--- config.mk ---
export PLATFORM = sky130hd
export DESIGN_NAME = sample_buf_ctrl
export DESIGN_NICKNAME = d
export VERILOG_FILES = /design/src/rtl/sample_buf_ctrl.sv
export SDC_FILE = /design/constraint.sdc
export NUM_CORES = 1
export LEC_CHECK = 0
export ABC_AREA = 1
export CAP_MARGIN = 20
export CORE_UTILIZATION = 46
export DETAILED_ROUTE_END_ITERATION = 10
export PLACE_DENSITY = 0.75
export SLEW_MARGIN = 20
export SYNTH_ARGS = -nofsm -noshare
export SYNTH_HDL_FRONTEND = slang
export SYNTH_SLANG_ARGS = --single-unit
--- constraint.sdc ---
create_clock -name clk -period 1.9 [get_ports clk]
set_input_delay 0.285 -clock clk [delete_from_list [all_inputs] [get_ports clk]]
set_output_delay 0.285 -clock clk [all_outputs]
set_load 0.1 [all_outputs]
--- src/rtl/sample_buf_ctrl.sv ---
`default_nettype none
// ============================================================================
//  Module   : sample_buf_ctrl
//  Purpose  : Captures a burst of input samples into an external buffer RAM,
//             then streams them back out through a ready/valid interface.
//             The RAM has a one-cycle read latency, and a 2-entry skid FIFO
//             absorbs that latency.
//  Revision : 1.0  initial release
// ============================================================================
module sample_buf_ctrl #(
    parameter int ADDR_WIDTH = 8,
    parameter int DATA_WIDTH = 12
) (
    input  logic                  clk,
    input  logic                  rst_n,
    input  logic                  start,
    input  logic                  abort,
    input  logic [ADDR_WIDTH:0]   capture_len,
    input  logic                  in_valid,
    input  logic [DATA_WIDTH-1:0] in_data,
    output logic                  ram_wr_en,
    output logic [ADDR_WIDTH-1:0] ram_wr_addr,
    output logic [DATA_WIDTH-1:0] ram_wr_data,
    output logic [ADDR_WIDTH-1:0] ram_rd_addr,
    input  logic [DATA_WIDTH-1:0] ram_rd_data,
    output logic                  out_valid,
    input  logic                  out_ready,
    output logic [DATA_WIDTH-1:0] out_data,
    output logic                  out_last,
    output logic                  busy,
    output logic                  done
);

    localparam logic [1:0] S_IDLE    = 2'd0;
    localparam logic [1:0] S_CAPTURE = 2'd1;
    localparam logic [1:0] S_READ    = 2'd2;

    localparam logic [ADDR_WIDTH:0] C_DEPTH = {1'b1, {ADDR_WIDTH{1'b0}}};
    localparam logic [ADDR_WIDTH:0] C_ONE   = {{ADDR_WIDTH{1'b0}}, 1'b1};

    logic [1:0]            r_state;
    logic [1:0]            w_next_state;
    logic [ADDR_WIDTH:0]   r_len;
    logic [ADDR_WIDTH:0]   r_wr_cnt;
    logic [ADDR_WIDTH:0]   r_rd_cnt;
    logic                  r_inflight;
    logic                  r_inflight_last;
    logic [DATA_WIDTH-1:0] r_fifo_data [0:1];
    logic [1:0]            r_fifo_last;
    logic                  r_head;
    logic [1:0]            r_count;
    logic                  r_done;

    logic [ADDR_WIDTH:0]   w_len_sat;
    logic                  w_len_zero;
    logic                  w_start_ok;
    logic                  w_wr;
    logic [ADDR_WIDTH:0]   w_wr_cnt_inc;
    logic [ADDR_WIDTH:0]   w_rd_cnt_inc;
    logic                  w_last_wr;
    logic                  w_pop;
    logic                  w_final_pop;
    logic [1:0]            w_occ;
    logic                  w_issue;
    logic                  w_tail;

    assign w_len_sat    = (capture_len > C_DEPTH) ? C_DEPTH : capture_len;
    assign w_len_zero   = (capture_len == '0);
    assign w_start_ok   = (r_state == S_IDLE) && start && !abort;
    assign w_wr         = (r_state == S_CAPTURE) && in_valid && !abort;
    assign w_wr_cnt_inc = r_wr_cnt + C_ONE;
    assign w_rd_cnt_inc = r_rd_cnt + C_ONE;
    assign w_last_wr    = w_wr && (w_wr_cnt_inc == r_len);
    assign w_pop        = out_valid && out_ready;
    assign w_final_pop  = w_pop && r_fifo_last[r_head] && (r_state == S_READ);
    // Occupancy counts the head as already gone when it is handed off this
    // cycle, which lets a new read issue each cycle under full throughput
    // while the FIFO + in-flight total still never exceeds two entries.
    assign w_occ        = r_count + {1'b0, r_inflight} - {1'b0, w_pop};
    assign w_issue      = (r_state == S_READ) && !abort && (w_occ < 2'd2) &&
                          (r_rd_cnt < r_len);
    assign w_tail       = r_head ^ r_count[0];

    assign ram_wr_en    = w_wr;
    assign ram_wr_addr  = r_wr_cnt[ADDR_WIDTH-1:0];
    assign ram_wr_data  = in_data;
    assign ram_rd_addr  = r_rd_cnt[ADDR_WIDTH-1:0];
    assign out_valid    = (r_count != 2'd0);
    assign out_data     = r_fifo_data[r_head];
    assign out_last     = out_valid && r_fifo_last[r_head];
    assign busy         = (r_state != S_IDLE);
    assign done         = r_done;

    // State register.
    always_ff @(posedge clk or negedge rst_n) begin
        if (!rst_n) begin
            r_state <= S_IDLE;
        end else begin
            r_state <= w_next_state;
        end
    end

    // Next-state selection; abort overrides every other transition.
    always_comb begin
        w_next_state = r_state;
        if (abort) begin
            w_next_state = S_IDLE;
        end else begin
            case (r_state)
                S_IDLE:    if (start && !w_len_zero) w_next_state = S_CAPTURE;
                S_CAPTURE: if (w_last_wr)            w_next_state = S_READ;
                S_READ:    if (w_final_pop)          w_next_state = S_IDLE;
                default:                             w_next_state = S_IDLE;
            endcase
        end
    end

    // Counters, read pipeline, output FIFO and the done pulse.
    always_ff @(posedge clk or negedge rst_n) begin
        if (!rst_n) begin
            r_len           <= '0;
            r_wr_cnt        <= '0;
            r_rd_cnt        <= '0;
            r_inflight      <= 1'b0;
            r_inflight_last <= 1'b0;
            r_fifo_data[0]  <= '0;
            r_fifo_data[1]  <= '0;
            r_fifo_last     <= 2'b00;
            r_head          <= 1'b0;
            r_count         <= 2'd0;
            r_done          <= 1'b0;
        end else if (abort) begin
            r_wr_cnt        <= '0;
            r_rd_cnt        <= '0;
            r_inflight      <= 1'b0;
            r_inflight_last <= 1'b0;
            r_head          <= 1'b0;
            r_count         <= 2'd0;
            r_done          <= 1'b0;
        end else begin
            r_done <= w_final_pop || (w_start_ok && w_len_zero);
            if (w_start_ok) begin
                r_len    <= w_len_sat;
                r_wr_cnt <= '0;
                r_rd_cnt <= '0;
            end else begin
                if (w_wr)    r_wr_cnt <= w_wr_cnt_inc;
                if (w_issue) r_rd_cnt <= w_rd_cnt_inc;
            end
            // The RAM returns data the cycle after the address is presented.
            r_inflight      <= w_issue;
            r_inflight_last <= w_issue && (w_rd_cnt_inc == r_len);
            if (r_inflight) begin
                r_fifo_data[w_tail] <= ram_rd_data;
                r_fifo_last[w_tail] <= r_inflight_last;
            end
            if (w_pop) r_head <= ~r_head;
            r_count <= r_count + {1'b0, r_inflight} - {1'b0, w_pop};
        end
    end

endmodule
`default_nettype wire

# ---- Yosys cells after proc, flatten, opt, wreduce, memory -nomap -nowiden
# Index checks and enable logic that the tools add are counted.
dict set report word_totals {
  ff_bits 61
  input_bits 39
  word_cells 96
}
dict set report op_classes {
  addsub 4
  order_cmp 9
  eq_ne 7
  mux 29
  n_bitwise 5
  reduce_logical 30
}
# operator n
set op_table {}
lappend op_table {{$mux 9} 7}
lappend op_table {{$mux 12} 4}
lappend op_table {{$bwmux 24} 1}
lappend op_table {{$add 9x1->9 const B} 2}
lappend op_table {{$eq 9x9->1} 2}
lappend op_table {{$logic_and 1x1->1} 17}
lappend op_table {{$demux 12 s1} 1}
lappend op_table {{$mux 2} 5}
lappend op_table {{$gt 9x9->1 const B} 1}
lappend op_table {{$logic_not 9->1} 1}
lappend op_table {{$lt 9x9->1} 1}
lappend op_table {{$mux 1} 8}
lappend op_table {{$ne 3x3->1 const B} 2}
lappend op_table {{$pmux 2 s3} 1}
lappend op_table {{$reduce_bool 2->1} 3}
lappend op_table {{$reduce_bool 3->1} 2}
lappend op_table {{$ge 2x2->1 const B} 2}
lappend op_table {{$lt 1x2->1 const B} 2}
lappend op_table {{$not 1->2} 2}
lappend op_table {{$reduce_and 2->1} 2}
lappend op_table {{$ne 3x2->1 const B} 1}
lappend op_table {{$reduce_and 3->1} 1}
lappend op_table {{$add 2x1->2} 1}
lappend op_table {{$bwmux 2} 1}
lappend op_table {{other kinds (12)} 14}

# ---- Depth between registers and ports, before layout
dict set report logic_depth {
  ltp_word 9
  mapped_depth 15
}

# ---- Least setup slack after synthesis
# No wires, ideal clock.
dict set report synth_timing {
  kind {reg-to-reg}
  startpoint {register r_count[0]}
  endpoint {register r_rd_cnt[0]}
  setup_ns 0.126
  arrival_time_ns 2.495
  path_slack_ns -0.721
  stages_incl_launch_ff 16
  synth_period_minus_slack_ns 2.621
  cell_sequence {dfrtp_1 > nor2_1 > inv_1 > nand2_1 > inv_1 > ha_1 > inv_1 > ha_1 > xor2_1 > xor2_1 > nor2_1 > nand3_1 > buf_4 > inv_2 > nand2_1 > o21ai_0}
}
dict set report synth_between {
  elab_chain_cells 7
  elab_cells_between_ends 8
  cone_classes {add/sub (2); order compare (1); reduce/logical (5)}
}
# item line_no
set synth_lines {}
lappend synth_lines {{start, declared} 51} ;# logic [1:0] r_count;
lappend synth_lines {{start signal, assigned} 158} ;# r_count <= r_count + {1'b0, r_inflight} - {1'b0, w_pop};
lappend synth_lines {{$reduce_bool 2->1} 88} ;# assign out_valid = (r_count != 2'd0);
lappend synth_lines {{via out_valid} 26} ;# output logic out_valid,
lappend synth_lines {{$logic_and 1x1->1} 74} ;# assign w_pop = out_valid && out_ready;
lappend synth_lines {{$sub 2x1->2} 79} ;# assign w_occ = r_count + {1'b0, r_inflight} - {1'b0, w_pop};
lappend synth_lines {{$lt 2x2->1} 80} ;# assign w_issue = (r_state == S_READ) && !abort && (w_occ < 2'd2) &&
lappend synth_lines {{$logic_and 1x1->1 (2 in a row)} 80}
lappend synth_lines {{$reduce_bool 3->1 (no source line)} -}
lappend synth_lines {{end signal, assigned} 148} ;# if (w_issue) r_rd_cnt <= w_rd_cnt_inc;
lappend synth_lines {{end, declared} 45} ;# logic [ADDR_WIDTH:0] r_rd_cnt;
# The timed path passes the listed nets, and every way through them passes these cells.
# A chain may end at the register's enable or synchronous reset.

# ---- Worst setup path after layout
dict set report layout_timing {
  startpoint {register r_count[0]}
  endpoint {register r_rd_cnt[2]}
}
dict set report layout_between {
  elab_chain_cells 7
  elab_cells_between_ends 8
  cone_classes {add/sub (2); order compare (1); reduce/logical (5)}
}
# item line_no
set layout_lines {}
lappend layout_lines {{branches (longest 2 deep; another with $add 2x1->2)} -}
lappend layout_lines {{$sub 2x1->2 (*)} 79}
lappend layout_lines {{$lt 2x2->1 (*)} 80}
lappend layout_lines {{$logic_and 1x1->1 (*) (2 in a row)} 80}
lappend layout_lines {{$reduce_bool 3->1 (no source line) (*)} -}
# Every way passes the cells marked *.

==> results.sh <==
export IMPL_place_detailed_hpwl_um=6900
export IMPL_cp_start_kind="register"
export IMPL_worst_pin_slew_ps=757
export IMPL_grt_setup_unrepaired="yes"
export IMPL_n_fill_cell=640
export IMPL_worst_path_buf_inv=4
export IMPL_numCtsBuffers=9
export IMPL_total_leakage_power_nw=2.37
export IMPL_synth_seq_cells=61
export IMPL_cts_root_buffer="clkbuf_8"
export IMPL_fin_crit_sh=1.17
export IMPL_overflow=0
export IMPL_postRouteAntennaNets=0
export IMPL_ys_seq_area_frac=0.416
export IMPL_grt_pass1_vias=3442
export IMPL_cpLargestDelayFamily="simple AND/OR/NAND/NOR gates"
export IMPL_endpoint_kind="register"
export IMPL_violations="negative setup slack"
export IMPL_final_util=0.642
export IMPL_syn_nets=543
export IMPL_fmax_mhz=449
export IMPL_synthTopCellsByArea="dfrtp_1 42%, nand2_1 15%, inv_1 6.4%"
export IMPL_areaGrowthSynthToFinish_pct=35.1
export IMPL_grt_max_degree=34
export IMPL_period_minus_slack_ps=2220
export IMPL_grt_pass1_wl_um=15800
export IMPL_drc=0
export IMPL_nNetsFinal=605
export IMPL_core_area_um2=7730
export IMPL_peakVddDrop_uv=585
export IMPL_criticalPathCategory="reg2reg"
export IMPL_drive_above_1_share=0.204
export IMPL_htree_levels=3
export IMPL_row_count=32
export IMPL_gp_congestion=0.896
export IMPL_totalWireLength_um=9460
export IMPL_ys_warnings_count=0
export IMPL_path_clk_slew_ps=80
export IMPL_wl_per_cell_um=14.3
export IMPL_worst_ep_arrival_time_ps=2450
export IMPL_drv_slew=0
export IMPL_yosysTopAreaCellShare=0.416
export IMPL_crit_chain="nor2_4 > clkinvlp_4 > nand2_2 > inv_2 > ha_4 > inv_2 > ha_4 > xor2_2 > xor2_1 > nor2_1 > nand3_2 > buf_6 > nand3_2 > o21ai_1"
export IMPL_setup_viol=11
export IMPL_power_density_nw_per_um2=740
export IMPL_portBuffers=59
export IMPL_n_antenna_cell=0
export IMPL_die_x_um=91.3
export IMPL_worstHoldPathType="in2async"
export IMPL_grt_usage=0.239
export IMPL_dr_first_iter_drc_count=216
export IMPL_drtPass1Iterations=5
export IMPL_cts_max_path_buffers=2
export IMPL_syn_mean_instance_area_um2=7.47
export IMPL_cp_required_ps=2120
export IMPL_clock_latency_ps=340
export IMPL_viasPerCell=5.19
export IMPL_fin_worst_skew_ps=9.83
export IMPL_die_h_um=91.3
export IMPL_synthCells=491
export IMPL_cp_max_fo=5
export IMPL_cts_sinks=61
export IMPL_tritoncts="done"
export IMPL_outcome="finished with violations"
export IMPL_vias=3428
export IMPL_yosysTopAreaCell="dfrtp_1"
export IMPL_tns_ps=-3330
export IMPL_relSlewSlack=0.495
export IMPL_hold_slack_ps=6.90
export IMPL_yosys_cell_types_count=29
export IMPL_start_util=0.475
export IMPL_maxCapViolCount=0
export IMPL_fin_ws_ps=-325
export IMPL_die_area_um2=8340
export IMPL_cpPeakStageDelay_ps=420
export IMPL_io_pins=84
export IMPL_finalHoldViolCount=0
export IMPL_synthesis_area_um2=3670
export IMPL_grt_antenna_before_repair=0
export IMPL_cpMaxStageDelayCell="dfrtp_1"
[metal layers]
layer / GRT usage / up-vias / part of all wire
met4: 0.0754 / 0 / 0.015
li1: - / 1661 / -
met2: 0.405 / 128 / 0.50
met5: 0 / - / 0
met1: 0.309 / 1617 / 0.42
met3: 0.0461 / 22 / 0.059
[sequential cells by signal, summed over array words and instances (netlist names)]
| name | flops |
|---|---|
| r_fifo_data | 24 |
| r_len | 9 |
| r_rd_cnt | 9 |
| r_wr_cnt | 9 |
| r_count | 2 |
| r_fifo_last | 2 |
| r_state | 2 |
| done | 1 |
| r_head | 1 |
| r_inflight | 1 |
| r_inflight_last | 1 |
[per-stage QoR]
stage / instances / setup slack, ps / power [mW] / instance area [µm²]
after floorplan: 491 / -716 / 2.17 / 3690
after global placement: 638 / -373 / 2.40 / 4610
after detailed placement: 638 / -455 / 2.42 / 4610
after CTS: 658 / -371 / 3.64 / 4910
after global routing: 660 / -508 / 3.85 / 4960
final: 660 / -325 / 3.67 / 4960
[synthesized netlist by cell type]
cell type	number
o211ai_1	1
buf_2	6
xnor3_1	1
o21ai_1	3
clkbuf_1	4
buf_4	29
nand2_1	144
inv_2	4
nand3_1	33
a21oi_2	1
nor2_4	1
nand4_1	4
ha_1	13
o21ai_2	1
o21ai_0	42
nor2_1	33
nor2_2	1
mux2i_1	1
nand2_2	2
xnor2_1	3
nor3_1	3
inv_1	63
nand3b_1	2
nor3_2	3
xor2_1	8
a21oi_1	10
nand3_2	1
dfrtp_1	61
o22ai_1	13
[placed cells by master (no fill, tap or decap), types with 5 or more instances in the layout]
| master | count |
|---|---|
| o21ai_1 | 5 |
| inv_2 | 5 |
| nand3_1 | 31 |
| buf_12 | 30 |
| ha_1 | 11 |
| xor2_1 | 7 |
| dfrtp_1 | 60 |
| o22ai_1 | 11 |
| clkbuf_8 | 9 |
| buf_4 | 31 |
| o21ai_0 | 40 |
| nor2_1 | 31 |
| nand2_2 | 6 |
| a21oi_1 | 10 |
| inv_1 | 59 |
| nand2_1 | 140 |
| clkdlybuf4s50_1 | 25 |
[cell families after synthesis]
logic type,synth area share
buffers and inverters,0.140
and+or+nand+nor,0.260
adders and majority gates,0.0443
xor gates and xnor gates,0.0324
AOI/OAI and AO/OA,0.104
muxes,0.00273
DFF,0.416
[repair_timing]
action / CTS / global route
setup buffers: 3 / 2
setup endpoints to repair: 11 / 19
gates cloned: 1 / 0
pin swaps: 7 / 7
hold buffers: 0 / 0
resized for setup: 18 / 9
[worst paths after layout]
| kind | to | start | cells after the start | slack [ps] |
|---|---|---|---|---|
| setup / recovery | r_rd_cnt[2] | r_count[0] | 14 | -320 |
| hold / removal | r_fifo_data[11] | rst_n | 1 | 7 |
| setup reg to reg | r_rd_cnt[2] | r_count[0] | 14 | -320 |
| hold reg to reg | r_fifo_data[16] | r_fifo_data[16] | 2 | 490 |
| max in group asynchronous | r_rd_cnt[4] | rst_n | 2 | 1260 |
| min in group clk | r_fifo_data[16] | r_fifo_data[16] | 2 | 490 |
[worst register-to-register path, cell delays in order, from the launching register on]
cell and delay [ps]:
dfrtp_1 420, nor2_4 150, clkinvlp_4 100, nand2_2 70, inv_2 40, ha_4 250, inv_2 40, ha_4 150
xor2_2 140, xor2_1 150, nor2_1 150, nand3_2 140, buf_6 180, nand3_2 60, o21ai_1 60
[final cells by class]
class,count,area [µm²],area share
clock inverters,7,75.1,0.0151
multi-input cells,324,1720,0.346
clock buffers,9,124,0.0250
flip-flops and latches,61,1530,0.308
well taps,102,128,0.0257
repair buffers,90,1120,0.226
inverters,67,264,0.0533
[where the power goes]
| part | leakage, nW | switching [mW] | total [mW] | internal, mW |
|---|---|---|---|---|
| registers | 0.835 | 0.0638 | 1.44 | 1.37 |
| clock network | 0.104 | 0.556 | 1.17 | 0.612 |
| logic | 1.43 | 0.642 | 1.07 | 0.424 |
Note: power is estimated with default switching activity, not from simulation.
